### src/rtl/uart_tx_arbiter.sv
// Round-robin arbiter sharing one uart_tx byte transmitter between N_REQ byte streams.
// Optional grant watchdog is compiled in with `define UART_ARB_TIMEOUT_EN.
//
// state | meaning
// IDLE  | no owner; arbitrate among pending requests
// SEND  | owner g holds the grant; wait for its byte and an idle transmitter
// GAP   | one cycle after start while uart_tx raises busy
// WAIT  | byte in flight; wait for busy low, then next byte or release
module uart_tx_arbiter #(
    parameter int N_REQ          = 4,
    parameter int TIMEOUT_CYCLES = 1024
) (
    input  logic                 i_clock,
    input  logic                 i_reset_n,
    input  logic [N_REQ-1:0]     i_req,
    input  logic [8*N_REQ-1:0]   i_data,
    input  logic [N_REQ-1:0]     i_last,
    output logic [N_REQ-1:0]     o_ack,
    output logic [N_REQ-1:0]     o_grant,
    output logic [7:0]           o_tx_data,
    output logic                 o_tx_start,
    input  logic                 i_tx_busy,
    output logic                 o_timeout
);

    localparam int IDX_W = (N_REQ > 1) ? $clog2(N_REQ) : 1;
    localparam int SUM_W = IDX_W + 1;

    localparam logic [1:0] ST_IDLE = 2'd0;
    localparam logic [1:0] ST_SEND = 2'd1;
    localparam logic [1:0] ST_GAP  = 2'd2;
    localparam logic [1:0] ST_WAIT = 2'd3;

    logic [1:0]        state_q, state_d;
    logic [N_REQ-1:0]  grant_q, grant_d;
    logic [IDX_W-1:0]  owner_q, owner_d;
    logic [IDX_W-1:0]  last_served_q, last_served_d;
    logic              last_q, last_d;
    logic [7:0]        tx_data_q, tx_data_d;
    logic              tx_start_q, tx_start_d;
    logic [N_REQ-1:0]  ack_q, ack_d;

    logic              pick_found;
    logic [IDX_W-1:0]  pick_idx;
    logic [SUM_W-1:0]  cand_sum;

    logic              sel_req;
    logic              sel_last;
    logic [7:0]        sel_byte;
    logic              accept;

    // Walk downward so the candidate closest after last_served is written last and wins.
    always_comb begin
        pick_found = 1'b0;
        pick_idx   = '0;
        cand_sum   = '0;
        for (int i = N_REQ; i >= 1; i--) begin
            cand_sum = {1'b0, last_served_q} + SUM_W'(i);
            if (cand_sum >= SUM_W'(N_REQ)) begin
                cand_sum = cand_sum - SUM_W'(N_REQ);
            end
            if (i_req[cand_sum[IDX_W-1:0]]) begin
                pick_found = 1'b1;
                pick_idx   = cand_sum[IDX_W-1:0];
            end
        end
    end

    always_comb begin
        sel_req  = 1'b0;
        sel_last = 1'b0;
        sel_byte = 8'h00;
        for (int k = 0; k < N_REQ; k++) begin
            if (owner_q == IDX_W'(k)) begin
                sel_req  = i_req[k];
                sel_last = i_last[k];
                sel_byte = i_data[8*k +: 8];
            end
        end
    end

    assign accept = (state_q == ST_SEND) && sel_req && !i_tx_busy;

`ifdef UART_ARB_TIMEOUT_EN
    localparam int WD_W = (TIMEOUT_CYCLES > 1) ? $clog2(TIMEOUT_CYCLES) : 1;
    localparam logic [WD_W-1:0] WD_LOAD = WD_W'(TIMEOUT_CYCLES - 1);

    logic [WD_W-1:0] wd_cnt_q, wd_cnt_d;
    logic            timeout_q, timeout_d;
    logic            wd_expired;

    // Down-counter runs only while the owner has no byte; a stalled transmitter is not a fault.
    assign wd_expired = (state_q == ST_SEND) && !sel_req && (wd_cnt_q == '0);

    always_comb begin
        wd_cnt_d  = WD_LOAD;
        timeout_d = wd_expired;
        if ((state_q == ST_SEND) && !accept) begin
            if (sel_req) begin
                wd_cnt_d = wd_cnt_q;
            end else if (wd_cnt_q != '0) begin
                wd_cnt_d = wd_cnt_q - 1'b1;
            end
        end
    end

    always_ff @(posedge i_clock or negedge i_reset_n) begin
        if (!i_reset_n) begin
            wd_cnt_q  <= WD_LOAD;
            timeout_q <= 1'b0;
        end else begin
            wd_cnt_q  <= wd_cnt_d;
            timeout_q <= timeout_d;
        end
    end

    assign o_timeout = timeout_q;
`else
    assign o_timeout = 1'b0;
`endif

    always_comb begin
        state_d       = state_q;
        grant_d       = grant_q;
        owner_d       = owner_q;
        last_served_d = last_served_q;
        last_d        = last_q;
        tx_data_d     = tx_data_q;
        tx_start_d    = 1'b0;
        ack_d         = '0;
        case (state_q)
            ST_IDLE: begin
                if (pick_found) begin
                    grant_d           = '0;
                    grant_d[pick_idx] = 1'b1;
                    owner_d           = pick_idx;
                    state_d           = ST_SEND;
                end
            end
            ST_SEND: begin
                if (accept) begin
                    tx_data_d      = sel_byte;
                    tx_start_d     = 1'b1;
                    ack_d[owner_q] = 1'b1;
                    last_d         = sel_last;
                    state_d        = ST_GAP;
                end
`ifdef UART_ARB_TIMEOUT_EN
                else if (wd_expired) begin
                    grant_d       = '0;
                    last_served_d = owner_q;
                    state_d       = ST_IDLE;
                end
`endif
            end
            ST_GAP: begin
                state_d = ST_WAIT;
            end
            ST_WAIT: begin
                if (!i_tx_busy) begin
                    if (last_q) begin
                        grant_d       = '0;
                        last_served_d = owner_q;
                        state_d       = ST_IDLE;
                    end else begin
                        state_d = ST_SEND;
                    end
                end
            end
            default: begin
                grant_d = '0;
                state_d = ST_IDLE;
            end
        endcase
    end

    always_ff @(posedge i_clock or negedge i_reset_n) begin
        if (!i_reset_n) begin
            state_q       <= ST_IDLE;
            grant_q       <= '0;
            owner_q       <= '0;
            last_served_q <= IDX_W'(N_REQ - 1);
            last_q        <= 1'b0;
            tx_data_q     <= 8'h00;
            tx_start_q    <= 1'b0;
            ack_q         <= '0;
        end else begin
            state_q       <= state_d;
            grant_q       <= grant_d;
            owner_q       <= owner_d;
            last_served_q <= last_served_d;
            last_q        <= last_d;
            tx_data_q     <= tx_data_d;
            tx_start_q    <= tx_start_d;
            ack_q         <= ack_d;
        end
    end

    assign o_grant    = grant_q;
    assign o_ack      = ack_q;
    assign o_tx_data  = tx_data_q;
    assign o_tx_start = tx_start_q;

endmodule

### config.mk
export PLATFORM = sky130hd
export DESIGN_NAME = uart_tx_arbiter
export DESIGN_NICKNAME = d
export VERILOG_FILES = /design/src/rtl/uart_tx_arbiter.sv
export SDC_FILE = /design/constraint.sdc
export NUM_CORES = 1
export LEC_CHECK = 0
export CORE_MARGIN = 8
export CORE_UTILIZATION = 37
export DETAILED_ROUTE_END_ITERATION = 16
export PLACE_DENSITY = 0.75
export SETUP_SLACK_MARGIN = 0.4
export SLEW_MARGIN = 20
export SYNTH_ARGS = -nofsm -noshare
export SYNTH_HDL_FRONTEND = slang
export SYNTH_SLANG_ARGS = --single-unit
### constraint.sdc
create_clock -name i_clock -period 1.58 [get_ports i_clock]
set_input_delay 0.316 -clock i_clock [delete_from_list [all_inputs] [get_ports i_clock]]
set_output_delay 0.316 -clock i_clock [all_outputs]
set_load 0.02 [all_outputs]
==> implementation parameters, run 1 <==
Parameter                              Value

Power and ir drop
  Static Leakage ... slightly above 1 nW
  Internal cell power ... 2.25 mW
  Psw ... about 1.4 mW
  Switching share of total power ... roughly two fifths
  Proportion of power drawn by the clock network ... between 10% and 20%
  Cell area power density ... approximately 1600 nW/um^2
  Highest ir drop seen on vdd ... 0.673 mV
  Share of total power in sequential cells ... just under 30%
  Part of the power in combinational logic ... between 50% and 60%

Floorplan
  Cell Rows ... 22
  Area of the die ... between 5000 and 6000 um^2
  Top-level I/O count ... ~60
  Horiz. Die Dim ... 76.9 um
  Floorplan core area ... between 3000 and 4000 um^2
  Initial Util ... 38.1%
  Die Height ... roughly 77 um

Layout
  Fraction of layout instances using a drive strength above 1 ... around half
  Utilization after layout ... 63.4%
  Ant. Diodes ... 0
  Nets ... 231
  Area growth from synthesis to final layout ... 66.6%
  Commonest non-fill, non-tap cell in the layout ... clkdlybuf4s50_1
  Fin area ... 2290 um^2
  Highest-count cells in the layout ignoring fill and taps ... clkdlybuf4s50_1, dfrtp_1, buf_2

Logic synthesis
  Post-synthesis instance total ... between 100 and 150
  Number of enable-type register cells in the synthesized netlist ... 0
  Synth Net Count ... around 160
  Netlist Area Pre-Place ... 1370 um^2
  Synthesis-stage register bit count ... 24
  Synth warn ... 0
  Proportion of synthesized chip area in sequential cells ... a little over two fifths
  Top flip-flop cell by instance count after synthesis ... dfrtp_1
  Post-synthesis async set-or-reset flop share ... 100%
  Count of distinct cell types in the synthesized netlist ... 36
  Post-synthesis average cell area ... 12.4 um^2

Worst setup path
  Highest cell delay on the worst timing path ... roughly 0.58 ns
  Delay-heaviest family, CP ... multiplexers
  Count of cells along the worst register-to-register path ... 4
  Worst reg2reg path endpoint ... state_q[1]$_DFFE_PN0P_
  Nature of the critical path startpoint ... register
  Crit path buffers/inverters ... 0
  Capturing element type of the critical path ... register
  Critical R2R Launch ... owner_q[0]$_DFFE_PN0P_
  Largest driver fanout on the critical path ... 4
  Data arrival time of the critical path ... roughly 1.8 ns
  Required time at the endpoint of the critical path ... roughly 1.7 ns
  Chain of cells forming the critical path ... mux4_2 -> a21o_1 -> nand2_2 -> mux2_4
  Setup slack of the most critical reg-to-reg path ... -0.05 ns
  Kind of critical path ... reg -> reg
  Highest-delay cell along the critical path ... mux4_2

Global routing
  Wire length of the first global-routing pass ... between 6000 and 7000 um
  Pin count of the biggest net entering global routing ... 25
  Overflow left after global routing ... 0
  Initial antenna violation count ... 0
  Number of global-route vias before repair ... 1363
  Overall routing resource usage ... 13.9%

Flow run
  Max-capacitance violation count ... 0

Detailed routing
  Total via count in the routed design ... between 1000 and 1500
  Detailed Route WL ... about 4200 um
  Detailed router's first-iteration violation count ... between 40 and 50
  Routed WL per cell ... ~18 um
  1st-pass router iterations ... 4
  Residual DRC ... 0
  Count of antenna-violating nets left after detailed routing ... 0
  Number of vias per cell ... about 5.2

Clocking
  Clock insertion delay at the later pin of the skew report ... roughly 0.26 ns
  Clock transition at path regs ... around 0.08 ns
  Clock tree root buffer cell ... clkbuf_8
  Deepest clock path buffer count ... 2
  TritonCTS Buffers ... 3
  Clk sinks ... 24
  CTS tree ... yes
  H-tree level count ... 1

Place
  Placed inst area ... roughly 2100 um^2
  Port bufs ... 59
  Final HPWL DP ... just over 3000 um
  Final weighted congestion in routability-driven placement ... 0.750

Timing
  Share of the clock period used by the worst path ... 103%
  Worst-case setup margin in the final layout ... -0.0499 ns
  Post-route minimum period ... roughly 1.6 ns
  Maximum clock rate ... between 600 and 700 MHz
  Setup repair after global routing missed its margin ... true
  Hold violation total from the final report ... 0
  Worst Clk Skew ... ~0.0019 ns
  Final-report max-slew violation count ... 0
  Total of endpoints with negative setup slack in the final report ... 9

Status
  Run status ... finished with violations
  Violations in the final reports ... setup timing

Hold path
  Class of the tightest hold or removal check ... in -> async
==> synthesized netlist by cell type (3+ instances only) <==
master	number	area share, %
dfrtp_1	22	40
mux2_2	10	8.2
mux4_2	10	16
nand2_1	10	2.7
a21oi_1	5	1.8
inv_1	5	1.4
nand2b_1	4	1.8
o41ai_1	4	2.6
clkbuf_1	3	0.82
ha_1	3	2.7
o21ai_0	3	1.1
==> state kept, by name (all words and copies together), names as in the netlist <==
| name | cells |
|---|---|
| last_q | 1 |
| o_tx_data | 8 |
| o_tx_start | 1 |
| owner_q | 2 |
| state_q | 2 |
| o_grant | 4 |
| last_served_q | 2 |
| o_ack | 4 |
==> kinds of logic (layout without fill, tap and decap cells) <==
group                      after synthesis  after routing  synth area share (%)
muxes                                   22             22                  26.2
other                                    1              1                 0.273
AOI/OAI and AO/OA                       22             22                  11.8
adders and majority gates                3              3                  2.74
buffers and inverters                   13             86                  5.11
DFF                                     24             24                  43.9
and+or+nand+nor                         26             26                  10.0
==> worst max-delay path by stage <==
| stage | start | to | slack (ns) | cells after the start |
|---|---|---|---|---|
| finish | owner_q[0]$_DFFE_PN0P_ | state_q[1]$_DFFE_PN0P_ | -0.05 | 4 |
| global route | owner_q[0]$_DFFE_PN0P_ | state_q[1]$_DFFE_PN0P_ | -0.09 | 4 |
| CTS | owner_q[0]$_DFFE_PN0P_ | state_q[1]$_DFFE_PN0P_ | -0.06 | 4 |
| detailed placement | i_req[2] | state_q[1]$_DFFE_PN0P_ | -0.44 | 5 |
| global placement | i_req[2] | state_q[1]$_DFFE_PN0P_ | -0.39 | 5 |
| floorplan | owner_q[0]$_DFFE_PN0P_ | o_tx_data[1]$_DFFE_PN0P_ | -0.09 | 5 |
==> repair_timing <==
action / in CTS / in global routing
pin swaps: 5 / 3
buffers inserted: 2 / 1
endpoints found under the hold margin: 0 / 0
resized for setup: 90 / 17
hold buffers: 0 / 0
endpoints found under the setup margin: 41 / 24
==> layout make-up <==
class                           count  area, um^2
Multi-Input combinational cell     74         897
Fill cell                         288        1320
Inverter                            5        21.3
Clock buffer                        4        55.1
Tap cell                           48        60.1
Timing Repair Buffer               77         649
Sequential cell                    24         604
==> metrics by stage <==
step | worst slack, ns | instances | setup TNS (ns) | total power [mW] | hold slack [ns]
floorplan | -0.0930 | 111 | -0.649 | 2.40 | 0.0204
global placement | -0.392 | 225 | -6.88 | 3.01 | 0.467
detailed placement | -0.436 | 225 | -7.55 | 3.07 | 0.465
CTS | -0.0623 | 231 | -0.148 | 3.52 | 0.407
global route | -0.0900 | 232 | -0.594 | 3.92 | 0.425
finish | -0.0499 | 232 | -0.117 | 3.67 | 0.409
==> power by group through the flow <==
stage	clock, mW	sequential (mW)	combinational [mW]
after floorplan	0	1.18	1.22
after CTS	0.427	1.04	2.05
after global routing	0.461	1.09	2.36
final	0.411	1.07	2.19
after global placement	0	1.03	1.99
after detailed placement	0	1.04	2.03
==> metal layers <==
layer / vias to the layer above / global-route usage, % / routed length, um / share of wire [%]
li1: 561 / - / - / -
met1: 582 / 17.5 / 1870 / 44
met2: 49 / 22.7 / 2020 / 48
met3: 4 / 3.15 / 276 / 6.5
met4: 0 / 5.19 / 55 / 1.3
met5: - / 0 / 0 / 0
Note: power is estimated with default switching activity, not from simulation.
==> inputs of run 2 (changes only) <==
--- a/config.mk
+++ b/config.mk
@@ -6,10 +6,13 @@
 export NUM_CORES = 1
 export LEC_CHECK = 0
 export CORE_MARGIN = 8
-export CORE_UTILIZATION = 37
+export CORE_UTILIZATION = 39
+export CTS_BUF_LIST = sky130_fd_sc_hd__clkbuf_4 sky130_fd_sc_hd__clkbuf_8
+export CTS_CLUSTER_DIAMETER = 120
 export DETAILED_ROUTE_END_ITERATION = 16
-export PLACE_DENSITY = 0.75
+export PLACE_DENSITY = 0.78
 export SETUP_SLACK_MARGIN = 0.4
+export SKIP_CTS_REPAIR_TIMING = 1
 export SLEW_MARGIN = 20
 export SYNTH_ARGS = -nofsm -noshare
 export SYNTH_HDL_FRONTEND = slang
==> run 2 against run 1 <==
Net effect:
- the flow still finishes with violations (setup timing)
- via count grew 12%
- final area increased by 14%
- clock skew rose by 0.0026 ns
- sequential share of layout area shrank 3.4 points
- critical path type unchanged
==> implementation parameters, run 2 (synthesis gave the netlist of run 1 again) <==
Parameter                              Value

Detailed routing
  Total via count in the routed design ... 1334 (was 1196)
  Number of vias per cell ... 5.40 (was 5.16)
  Routed WL per cell ... 19.7 um (was 18.2 um)
  Count of antenna-violating nets left after detailed routing ... 0 (unchanged)
  Residual DRC ... 0 (unchanged)
  Detailed Route WL ... 4850 um (was 4220 um)
  Detailed router's first-iteration violation count ... 68 (was 41)
  1st-pass router iterations ... 4 (unchanged)

Floorplan
  Top-level I/O count ... 61 (unchanged)
  Initial Util ... 40.8% (was 38.1%)
  Horiz. Die Dim ... 75.3 um (was 76.9 um)
  Floorplan core area ... 3360 um^2 (was 3610 um^2)
  Area of the die ... 5670 um^2 (was 5910 um^2)
  Die Height ... 75.3 um (was 76.9 um)
  Cell Rows ... 21 (was 22)

Place
  Final weighted congestion in routability-driven placement ... 0.819 (was 0.750)
  Port bufs ... 59 (unchanged)
  Final HPWL DP ... 3210 um (was 3120 um)

Timing
  Maximum clock rate ... 598 MHz (was 614 MHz)
  Worst-case setup margin in the final layout ... -0.0914 ns (was -0.0499 ns)
  Worst Clk Skew ... 0.00441 ns (was 0.00186 ns)
  Share of the clock period used by the worst path ... 106% (was 103%)
  Post-route minimum period ... 1.67 ns (was 1.63 ns)
  Accumulated negative setup slack ... -0.649 ns (was -0.117 ns)
  Setup repair after global routing missed its margin ... true (unchanged)
  Final-report max-slew violation count ... 0 (unchanged)
  Total of endpoints with negative setup slack in the final report ... 9 (unchanged)
  Tightest hold margin ... 0.340 ns (was 0.409 ns)
  Hold violation total from the final report ... 0 (unchanged)

Clocking
  Clock transition at path regs ... 0.14 ns (was 0.08 ns)
  Clock tree root buffer cell ... clkbuf_4 (was clkbuf_8)
  Clk sinks ... 24 (unchanged)
  CTS tree ... yes (unchanged)
  TritonCTS Buffers ... 3 (unchanged)
  Deepest clock path buffer count ... 2 (unchanged)
  H-tree level count ... 1 (unchanged)
  Clock insertion delay at the later pin of the skew report ... 0.31 ns (was 0.26 ns)

Power and ir drop
  Static Leakage ... 1.21 nW (was 1.02 nW)
  Highest ir drop seen on vdd ... 1.16 mV (was 0.673 mV)
  Cell area power density ... 1660 nW/um^2 (was 1610 nW/um^2)

Layout
  Highest-count cells in the layout ignoring fill and taps ... clkdlybuf4s50_1, buf_6, buf_4 (was clkdlybuf4s50_1, dfrtp_1, buf_2)
  Ant. Diodes ... 0 (unchanged)
  Commonest non-fill, non-tap cell in the layout ... clkdlybuf4s50_1 (unchanged)
  Fraction of layout instances using a drive strength above 1 ... 53.2% (was 50.0%)
  Fill cell count ... 219 (was 288)
  Max FFs per register ... 8 (unchanged)
  Area growth from synthesis to final layout ... 90.5% (was 66.6%)
  Nets ... 248 (was 231)

Worst setup path
  Largest driver fanout on the critical path ... 6 (was 4)
  Highest-delay cell along the critical path ... mux4_2 (unchanged)
  Chain of cells forming the critical path ... mux4_2 -> nand2_4 -> buf_6 -> mux2_4 (was mux4_2 -> a21o_1 -> nand2_2 -> mux2_4)
  Critical R2R Launch ... owner_q[0]$_DFFE_PN0P_ (unchanged)
  Highest cell delay on the worst timing path ... 0.59 ns (was 0.58 ns)
  Capturing element type of the critical path ... register (unchanged)
  Required time at the endpoint of the critical path ... 1.79 ns (was 1.73 ns)
  Crit path buffers/inverters ... 1 (was 0)
  Worst setup path startpoint ... owner_q[0]$_DFFE_PN0P_ (unchanged)
  Delay-heaviest family, CP ... multiplexers (unchanged)
  Data arrival time of the critical path ... 1.88 ns (was 1.78 ns)
  Nature of the critical path startpoint ... register (unchanged)
  Kind of critical path ... reg -> reg (unchanged)

Status
  Run status ... finished with violations (unchanged)
  Violations in the final reports ... setup timing (unchanged)

Global routing
  Number of global-route vias before repair ... 1322 (was 1363)
  Overall routing resource usage ... 14.4% (was 13.9%)
  Overflow left after global routing ... 0 (unchanged)
  Wire length of the first global-routing pass ... 6280 um (was 6770 um)
  Initial antenna violation count ... 1 (was 0)
  Pin count of the biggest net entering global routing ... 25 (unchanged)

Flow run
  Max-capacitance violation count ... 0 (unchanged)

Hold path
  Class of the tightest hold or removal check ... in -> async (unchanged)
[run 2: final timing paths]
path,endpoint,slack [ns],cells past startpoint
worst max-delay path,o_tx_data[5]$_DFFE_PN0P_,-0.09,4
worst min-delay path,o_tx_data[6]$_DFFE_PN0P_,0.34,2
worst max register to register,o_tx_data[5]$_DFFE_PN0P_,-0.09,4
worst min register to register,o_grant[0]$_DFFE_PN0P_,0.53,2
max in group asynchronous,last_served_q[0]$_DFFE_PN1P_,0.95,2
min in group i_clock,o_grant[0]$_DFFE_PN0P_,0.53,2
[run 2: cell type report]
cell class	count	area [um^2]	area share, %
multi-input combinational	74	947	36.2
timing repair buffer	94	936	35.8
tap	46	57.6	2.20
clock inverter	1	30.0	1.15
clock buffer	3	22.5	0.861
inverter	5	18.8	0.718
sequential	24	603	23.1
[run 2: report_power, final]
group / switching [mW] / internal [mW] / total [mW]
combinational: 1.17 / 1.63 / 2.80
clock: 0.189 / 0.256 / 0.445
sequential: 0.230 / 0.871 / 1.10
total: 1.59 / 2.75 / 4.34
[run 2: metal layers]
metal  vias to the layer above  global-route usage (%)  wire, um
met1                       661                    16.0      1870
li1                        597                       -         -
met3                        10                    5.26       429
met5                         -                       0        13
met4                         2                    4.69        46
met2                        64                    25.0      2500
[run 2: stage by stage]
stage               power (mW)  cells  cell area (um^2)  setup WS, ns  utilization [%]
finish                    4.34    247              2620       -0.0914             77.8
global route              4.58    247              2620        -0.121             77.8
CTS                       3.54    228              2200        -0.102             65.5
detailed placement        3.10    224              2150        -0.432             63.9
global placement          3.00    224              2150        -0.384             63.9
floorplan                 2.40    111              1450       -0.0930                -
